File: config.mk
export PLATFORM = sky130hd
export DESIGN_NAME = icu_fill_sequencer
export DESIGN_NICKNAME = d
export VERILOG_FILES = /design/src/rtl/icu_fill_sequencer.sv
export SDC_FILE = /design/constraint.sdc
export NUM_CORES = 1
export LEC_CHECK = 0
export ABC_CLOCK_PERIOD_IN_PS = 3600
export CELL_PAD_IN_SITES_DETAIL_PLACEMENT = 0
export CELL_PAD_IN_SITES_GLOBAL_PLACEMENT = 1
export CORE_ASPECT_RATIO = 1.1
export CORE_MARGIN = 8
export CORE_UTILIZATION = 35
export CTS_BUF_LIST = sky130_fd_sc_hd__clkbuf_16
export DETAILED_ROUTE_END_ITERATION = 10
export GPL_TIMING_DRIVEN = 0
export PLACE_DENSITY_LB_ADDON = 0.1
export SYNTH_ARGS = -nofsm -noshare
export SYNTH_HDL_FRONTEND = slang
export SYNTH_SLANG_ARGS = --single-unit
File: constraint.sdc
create_clock -name clk -period 3.6 [get_ports clk]
set_input_delay 0.36 -clock clk [delete_from_list [all_inputs] [get_ports clk]]
set_output_delay 0.36 -clock clk [all_outputs]
set_load 0.03 [all_outputs]
File: src/rtl/icu_fill_sequencer.sv
`timescale 1ns/1ps
// Icache line-fill sequencer: fetches a four-word line from the bus interface, writes it into
// the icache RAM as half-doubleword writes, and shares the RAM port with fetch-unit reads.
module icu_fill_sequencer #(
    parameter int IC_MSB     = 13,
    parameter int LINE_WORDS = 4
) (
    input  logic              clk,
    input  logic              reset_l,
    input  logic              test_mode,
    input  logic              fill_req,
    input  logic [27:0]       fill_addr,
    output logic              fill_busy,
    output logic              fill_done,
    output logic              fill_err,
    output logic              biu_req,
    output logic [27:0]       biu_addr,
    input  logic              biu_gnt,
    input  logic [31:0]       biu_data,
    input  logic              biu_data_vld,
    input  logic              biu_err,
    input  logic              ifu_rd,
    input  logic [IC_MSB-3:0] ifu_addr,
    output logic              ifu_stall,
    output logic [IC_MSB-3:0] icu_addr,
    output logic [31:0]       icu_din,
    output logic [1:0]        icu_ram_we,
    output logic              icu_enable
);

    localparam logic [1:0] LAST_WORD = 2'(LINE_WORDS - 1);

    typedef enum logic [2:0] {
        ST_IDLE  = 3'd0,
        ST_REQ   = 3'd1,
        ST_DATA  = 3'd2,
        ST_CMPL  = 3'd3,
        ST_ABORT = 3'd4
    } state_t;

    state_t              r_state;
    state_t              w_state_nxt;
    logic [27:0]         r_line;
    logic [1:0]          r_cnt;
    logic                w_fill_accept;
    logic                w_wr_accept;
    logic                w_last;

    logic                r_biu_req;
    logic                r_fill_busy;
    logic                r_fill_done;
    logic                r_fill_err;
    logic [IC_MSB-3:0]   r_icu_addr;
    logic [31:0]         r_icu_din;
    logic [1:0]          r_icu_we;
    logic                r_icu_en;

    logic                w_biu_req_nxt;
    logic                w_fill_busy_nxt;
    logic                w_fill_done_nxt;
    logic                w_fill_err_nxt;
    logic [IC_MSB-3:0]   w_icu_addr_nxt;
    logic [31:0]         w_icu_din_nxt;
    logic [1:0]          w_icu_we_nxt;
    logic                w_icu_en_nxt;

    assign w_fill_accept = (r_state == ST_IDLE) && fill_req && !test_mode;
    // An error beat never counts as data, even if vld is also high.
    assign w_wr_accept   = (r_state == ST_DATA) && biu_data_vld && !biu_err;
    assign w_last        = w_wr_accept && (r_cnt == LAST_WORD);

    assign ifu_stall  = w_wr_accept | test_mode;
    assign biu_req    = r_biu_req;
    assign biu_addr   = r_line;
    assign fill_busy  = r_fill_busy;
    assign fill_done  = r_fill_done;
    assign fill_err   = r_fill_err;
    assign icu_addr   = r_icu_addr;
    assign icu_din    = r_icu_din;
    assign icu_ram_we = r_icu_we;
    assign icu_enable = r_icu_en;

    // Fill FSM state register.
    always_ff @(posedge clk or negedge reset_l) begin
        if (!reset_l) begin
            r_state <= ST_IDLE;
        end else begin
            r_state <= w_state_nxt;
        end
    end

    // Fill FSM next-state decode.
    always_comb begin
        w_state_nxt = r_state;
        case (r_state)
            ST_IDLE: begin
                if (w_fill_accept) w_state_nxt = ST_REQ;
                else               w_state_nxt = ST_IDLE;
            end
            ST_REQ: begin
                if (biu_gnt) w_state_nxt = ST_DATA;
                else         w_state_nxt = ST_REQ;
            end
            ST_DATA: begin
                if (biu_err)     w_state_nxt = ST_ABORT;
                else if (w_last) w_state_nxt = ST_CMPL;
                else             w_state_nxt = ST_DATA;
            end
            ST_CMPL:  w_state_nxt = ST_IDLE;
            ST_ABORT: w_state_nxt = ST_IDLE;
            default:  w_state_nxt = ST_IDLE;
        endcase
    end

    // Latched line address and word counter.
    always_ff @(posedge clk or negedge reset_l) begin
        if (!reset_l) begin
            r_line <= 28'h0000000;
            r_cnt  <= 2'd0;
        end else begin
            if (w_fill_accept) r_line <= fill_addr;
            else               r_line <= r_line;

            if ((r_state == ST_REQ) && biu_gnt) r_cnt <= 2'd0;
            else if (w_wr_accept)               r_cnt <= r_cnt + 2'd1;
            else                                r_cnt <= r_cnt;
        end
    end

    // Output decode: next values of every registered output, fill write wins the RAM port.
    always_comb begin
        w_biu_req_nxt   = (w_state_nxt == ST_REQ);
        w_fill_busy_nxt = (w_state_nxt != ST_IDLE);
        w_fill_done_nxt = (w_state_nxt == ST_CMPL);
        w_fill_err_nxt  = (w_state_nxt == ST_ABORT);
        w_icu_addr_nxt  = r_icu_addr;
        w_icu_din_nxt   = r_icu_din;
        w_icu_we_nxt    = 2'b00;
        w_icu_en_nxt    = 1'b1;
        if (test_mode) begin
            w_icu_we_nxt = 2'b00;
            w_icu_en_nxt = 1'b1;
        end else if (w_wr_accept) begin
            w_icu_addr_nxt = {r_line[IC_MSB-4:0], r_cnt[1]};
            w_icu_din_nxt  = biu_data;
            w_icu_we_nxt   = r_cnt[0] ? 2'b01 : 2'b10;
            w_icu_en_nxt   = 1'b0;
        end else if (ifu_rd) begin
            w_icu_addr_nxt = ifu_addr;
            w_icu_we_nxt   = 2'b00;
            w_icu_en_nxt   = 1'b0;
        end else begin
            w_icu_we_nxt = 2'b00;
            w_icu_en_nxt = 1'b1;
        end
    end

    // Output registers.
    always_ff @(posedge clk or negedge reset_l) begin
        if (!reset_l) begin
            r_biu_req   <= 1'b0;
            r_fill_busy <= 1'b0;
            r_fill_done <= 1'b0;
            r_fill_err  <= 1'b0;
            r_icu_addr  <= {(IC_MSB-2){1'b0}};
            r_icu_din   <= 32'h00000000;
            r_icu_we    <= 2'b00;
            r_icu_en    <= 1'b1;
        end else begin
            r_biu_req   <= w_biu_req_nxt;
            r_fill_busy <= w_fill_busy_nxt;
            r_fill_done <= w_fill_done_nxt;
            r_fill_err  <= w_fill_err_nxt;
            r_icu_addr  <= w_icu_addr_nxt;
            r_icu_din   <= w_icu_din_nxt;
            r_icu_we    <= w_icu_we_nxt;
            r_icu_en    <= w_icu_en_nxt;
        end
    end

endmodule

==> metrics.md <==
| Metric | Value |
|---|---|
| Post-synthesis instance area | 3450 µm² |
| RSZ-0062 raised after global routing | false |
| Post-route clock period utilization | 0.903 |
| All-Layer GR Usage | 0.142 |
| Post-synth top cells | dfrtp_1, mux2_2, mux2_4, nor2_1, inv_1 |
| Die span in y | 120 µm |
| Critical register-to-register path endpoint | icu_addr[9] |
| Clock sink count | 83 |
| Iteration-0 DRC Markers | 78 |
| Nature of the critical path endpoint | output pin |
| Initial antenna violation count | 0 |
| Number of max-cap violations | 0 |
| Outcome | finished, final reports clean |
| CTS tree | built |
| Final Wtd Congestion | 0.774 |
| Count of TritonRoute iterations in the first routing pass | 4 |
| Maximum cell stage delay along the critical path | 680 ps |
| Sum of negative setup slack | 0 ps |
| Pin count of the biggest net entering global routing | 58 |
| Post-CTS setup repair buffer count | 0 |
| Wire length of the first global-routing pass | 15400 µm |
| Count of endpoints failing hold in the final timing report | 0 |
| Post-route antenna net violation count | 0 |
| Required time at the worst-slack endpoint | 3240 ps |
| Most frequently used flop master after synthesis | dfrtp_1 |
| Synthesized Nets | 313 |
| Most common cell on crit path | clkdlybuf4s50_1 |
| Via Count | 2535 |
| Tightest Hold Check Type | input port to async pin |
| Clock skew | 4.60 ps |
| Reg2Reg Setup Slack | 1490 ps |
| Remaining routing DRC violations | 0 |
| Clock transition at the registers of the reported paths | 60 ps |
| Sequential share of the synthesized area | 0.602 |
| Number of CTS-inserted buffers | 9 |
| Share of layout cells above drive strength 1 | 0.214 |
| Total area of sequential cells | 2080 µm² |
| Overall die width | 111 µm |
| Area of the die | 13300 µm² |
| Core footprint | 9750 µm² |
| Antenna diode count | 0 |
| Leakage power summed over all cells | 0.00245 µW |
| Synth area leaders | dfrtp_1, mux2_4, mux2_2 |
| Top cell type's share of synthesized area | 0.594 |
| Via count of the first global-routing pass | 2807 |
| Effective utilization at floorplan | 0.354 |
| Final number of max-transition violations | 0 |
| Start point of the critical path | biu_err |
| Clk buf depth | 2 |
| Area growth syn-to-layout | 58.8% |
| Count of boundary I/O pins | 158 |
| Clk Tree Root Cell | clkbuf_16 |
| Input/output buffers | 156 |
| Cell Count, Final, Fillers Out | 527 |
| Cell count after synthesis | 233 |
| Final wirelength | 9330 µm |
| FP Rows | 38 |
| Ys Warns | 0 |
| Remaining global-route overflow | 0 |
| Ys async rst share | 1.00 |
| Cell-by-cell trace of the critical path | clkdlybuf4s50_1 -> or4b_4 -> nor2_1 -> clkbuf_1 -> or2_2 -> clkdlybuf4s50_1 |
| Library cell contributing the largest single delay on the critical path | clkdlybuf4s50_1 |
| Maximum fanout along the worst path | 10 |
| Power per cell area | 819 nW/µm² |
| Number of placed cells counting well taps | 510 |
| Count of flip-flops with a built-in enable after synthesis | 0 |
| Least-Margin Pin Slew | 685 ps |
| Worst path arrival time | 2890 ps |
| Number of failing setup endpoints in the final timing report | 0 |
| Synthesized flop and latch total | 83 |
| R2r worst-path depth | 4 |
| Buffer and inverter count on the worst path | 3 |
| Multi-input combinational cell area | 1220 µm² |
| Critical R2R Launch | r_state[0] |
| Clock period minus worst slack | 3250 ps |
| Critical setup path kind | input port to output pin |
| H-tree lvl count | 3 |
| Total number of nets in the final design | 482 |
| Filler Cell Count | 835 |
| Most common cell in the netlist | dfrtp_1 |
| Count of unique library cells instantiated by Yosys | 31 |
| Post-synth top area cell | dfrtp_1 |
| Clock latency at the later pin of the worst-skew pair | 330 ps |
| Kind of start point of the critical path | input port |
| Routed vias/inst | 4.81 |
| Worst slew slack as a fraction of its limit | 0.537 |
| Achievable Freq | 0.308 GHz |
| Count of hold-fix buffers inserted at cts | 1 |
| Post-detail-place hpwl | 6810 µm |
| Peak VDD IR | 0.369 mV |
| Detailed-route wire length per cell | 17.7 µm |
| Syn Area/Cell | 14.8 µm² |
| Post_cts resized | 0 |
| Largest delay share family, worst path | buffers and inverters |
[how the worst max path moves through the flow]
stage,slack (ps),cells past startpoint,endpoint
2_1_floorplan,1600,4,ifu_stall
3_3_place_gp,-1040,1,biu_addr[27]
3_5_place_dp,370,6,ifu_stall
4_1_cts,340,6,ifu_stall
5_1_grt,250,6,ifu_stall
6_report,350,6,ifu_stall
[stage by stage]
step,area (µm²),util,power [µW],hold WS [ps],setup WS (ps)
5_1_grt,5490,0.563,4720,519,255
3_3_place_gp,5170,0.530,3610,479,-1040
6_report,5490,0.563,4490,497,351
3_5_place_dp,5190,0.533,3640,309,374
4_1_cts,5490,0.563,4560,500,340
2_1_floorplan,3450,-,2690,64.4,1600
[area by class of cell]
cell class / instances / share of cell area
clock inverter: 7 / 0.0109
timing repair buffer: 158 / 0.291
clock buffer: 9 / 0.0410
multi-input combinational: 123 / 0.222
buffer: 13 / 0.0192
inverter: 14 / 0.00958
sequential: 83 / 0.379
tap: 120 / 0.0274
[flip-flops by register name, indices dropped and copies added, names as in the netlist, 2 cells and up]
signal	flops
biu_addr	28
icu_addr	11
icu_din	32
icu_ram_we	2
r_cnt	2
r_state	3
[report_power, final]
group | internal (µW) | switching (µW) | leakage (µW) | total (µW)
sequential | 1290 | 206 | 0.00102 | 1500
clock | 529 | 362 | 0.000144 | 890
combinational | 1020 | 1080 | 0.00129 | 2100
[per-layer routing]
layer,global-route usage,vias to the layer above,share of wire
met1,0.176,1246,0.45
met2,0.208,103,0.44
met3,0.0688,11,0.094
li1,-,1175,-
met5,0,-,0
met4,0.0566,0,0.016
[cell usage in the layout, fill, tap and decap left out, drive strengths merged]
cell,n
a2111oi,10
a211oi,1
a21oi,3
a221oi,11
and3,2
and4bb,2
buf,6
bufinv,1
clkbuf,18
clkdlybuf4s50,155
clkinv,4
clkinvlp,1
dfrtp,82
dfstp,1
dlygate4sd3,1
ha,1
inv,15
mux2,60
nand2,1
nand2b,1
nand3,2
nand3b,1
nor2,15
nor2b,1
nor3b,1
nor4b,1
o21a,1
o21ai,2
o31a,1
or2,2
or3,1
or3b,1
or4,1
or4b,1
[cells by family (layout without fill, tap and decap cells)]
logic type	Yosys count	count (layout)	share of synthesized area
DFF	83	83	0.602
adders and majority gates	1	1	0.00362
AOI/OAI and AO/OA	29	29	0.0674
buffers and inverters	27	201	0.0456
muxes	60	60	0.226
and+or+nand+nor	33	33	0.0558
[worst register-to-register path: stages, from the launching register on]
cell	delay, ps
dfrtp_1	460
nor4b_1	650
clkbuf_1	430
a2111oi_0	210
a221oi_1	270
Power figures use the tool's default switching activity.
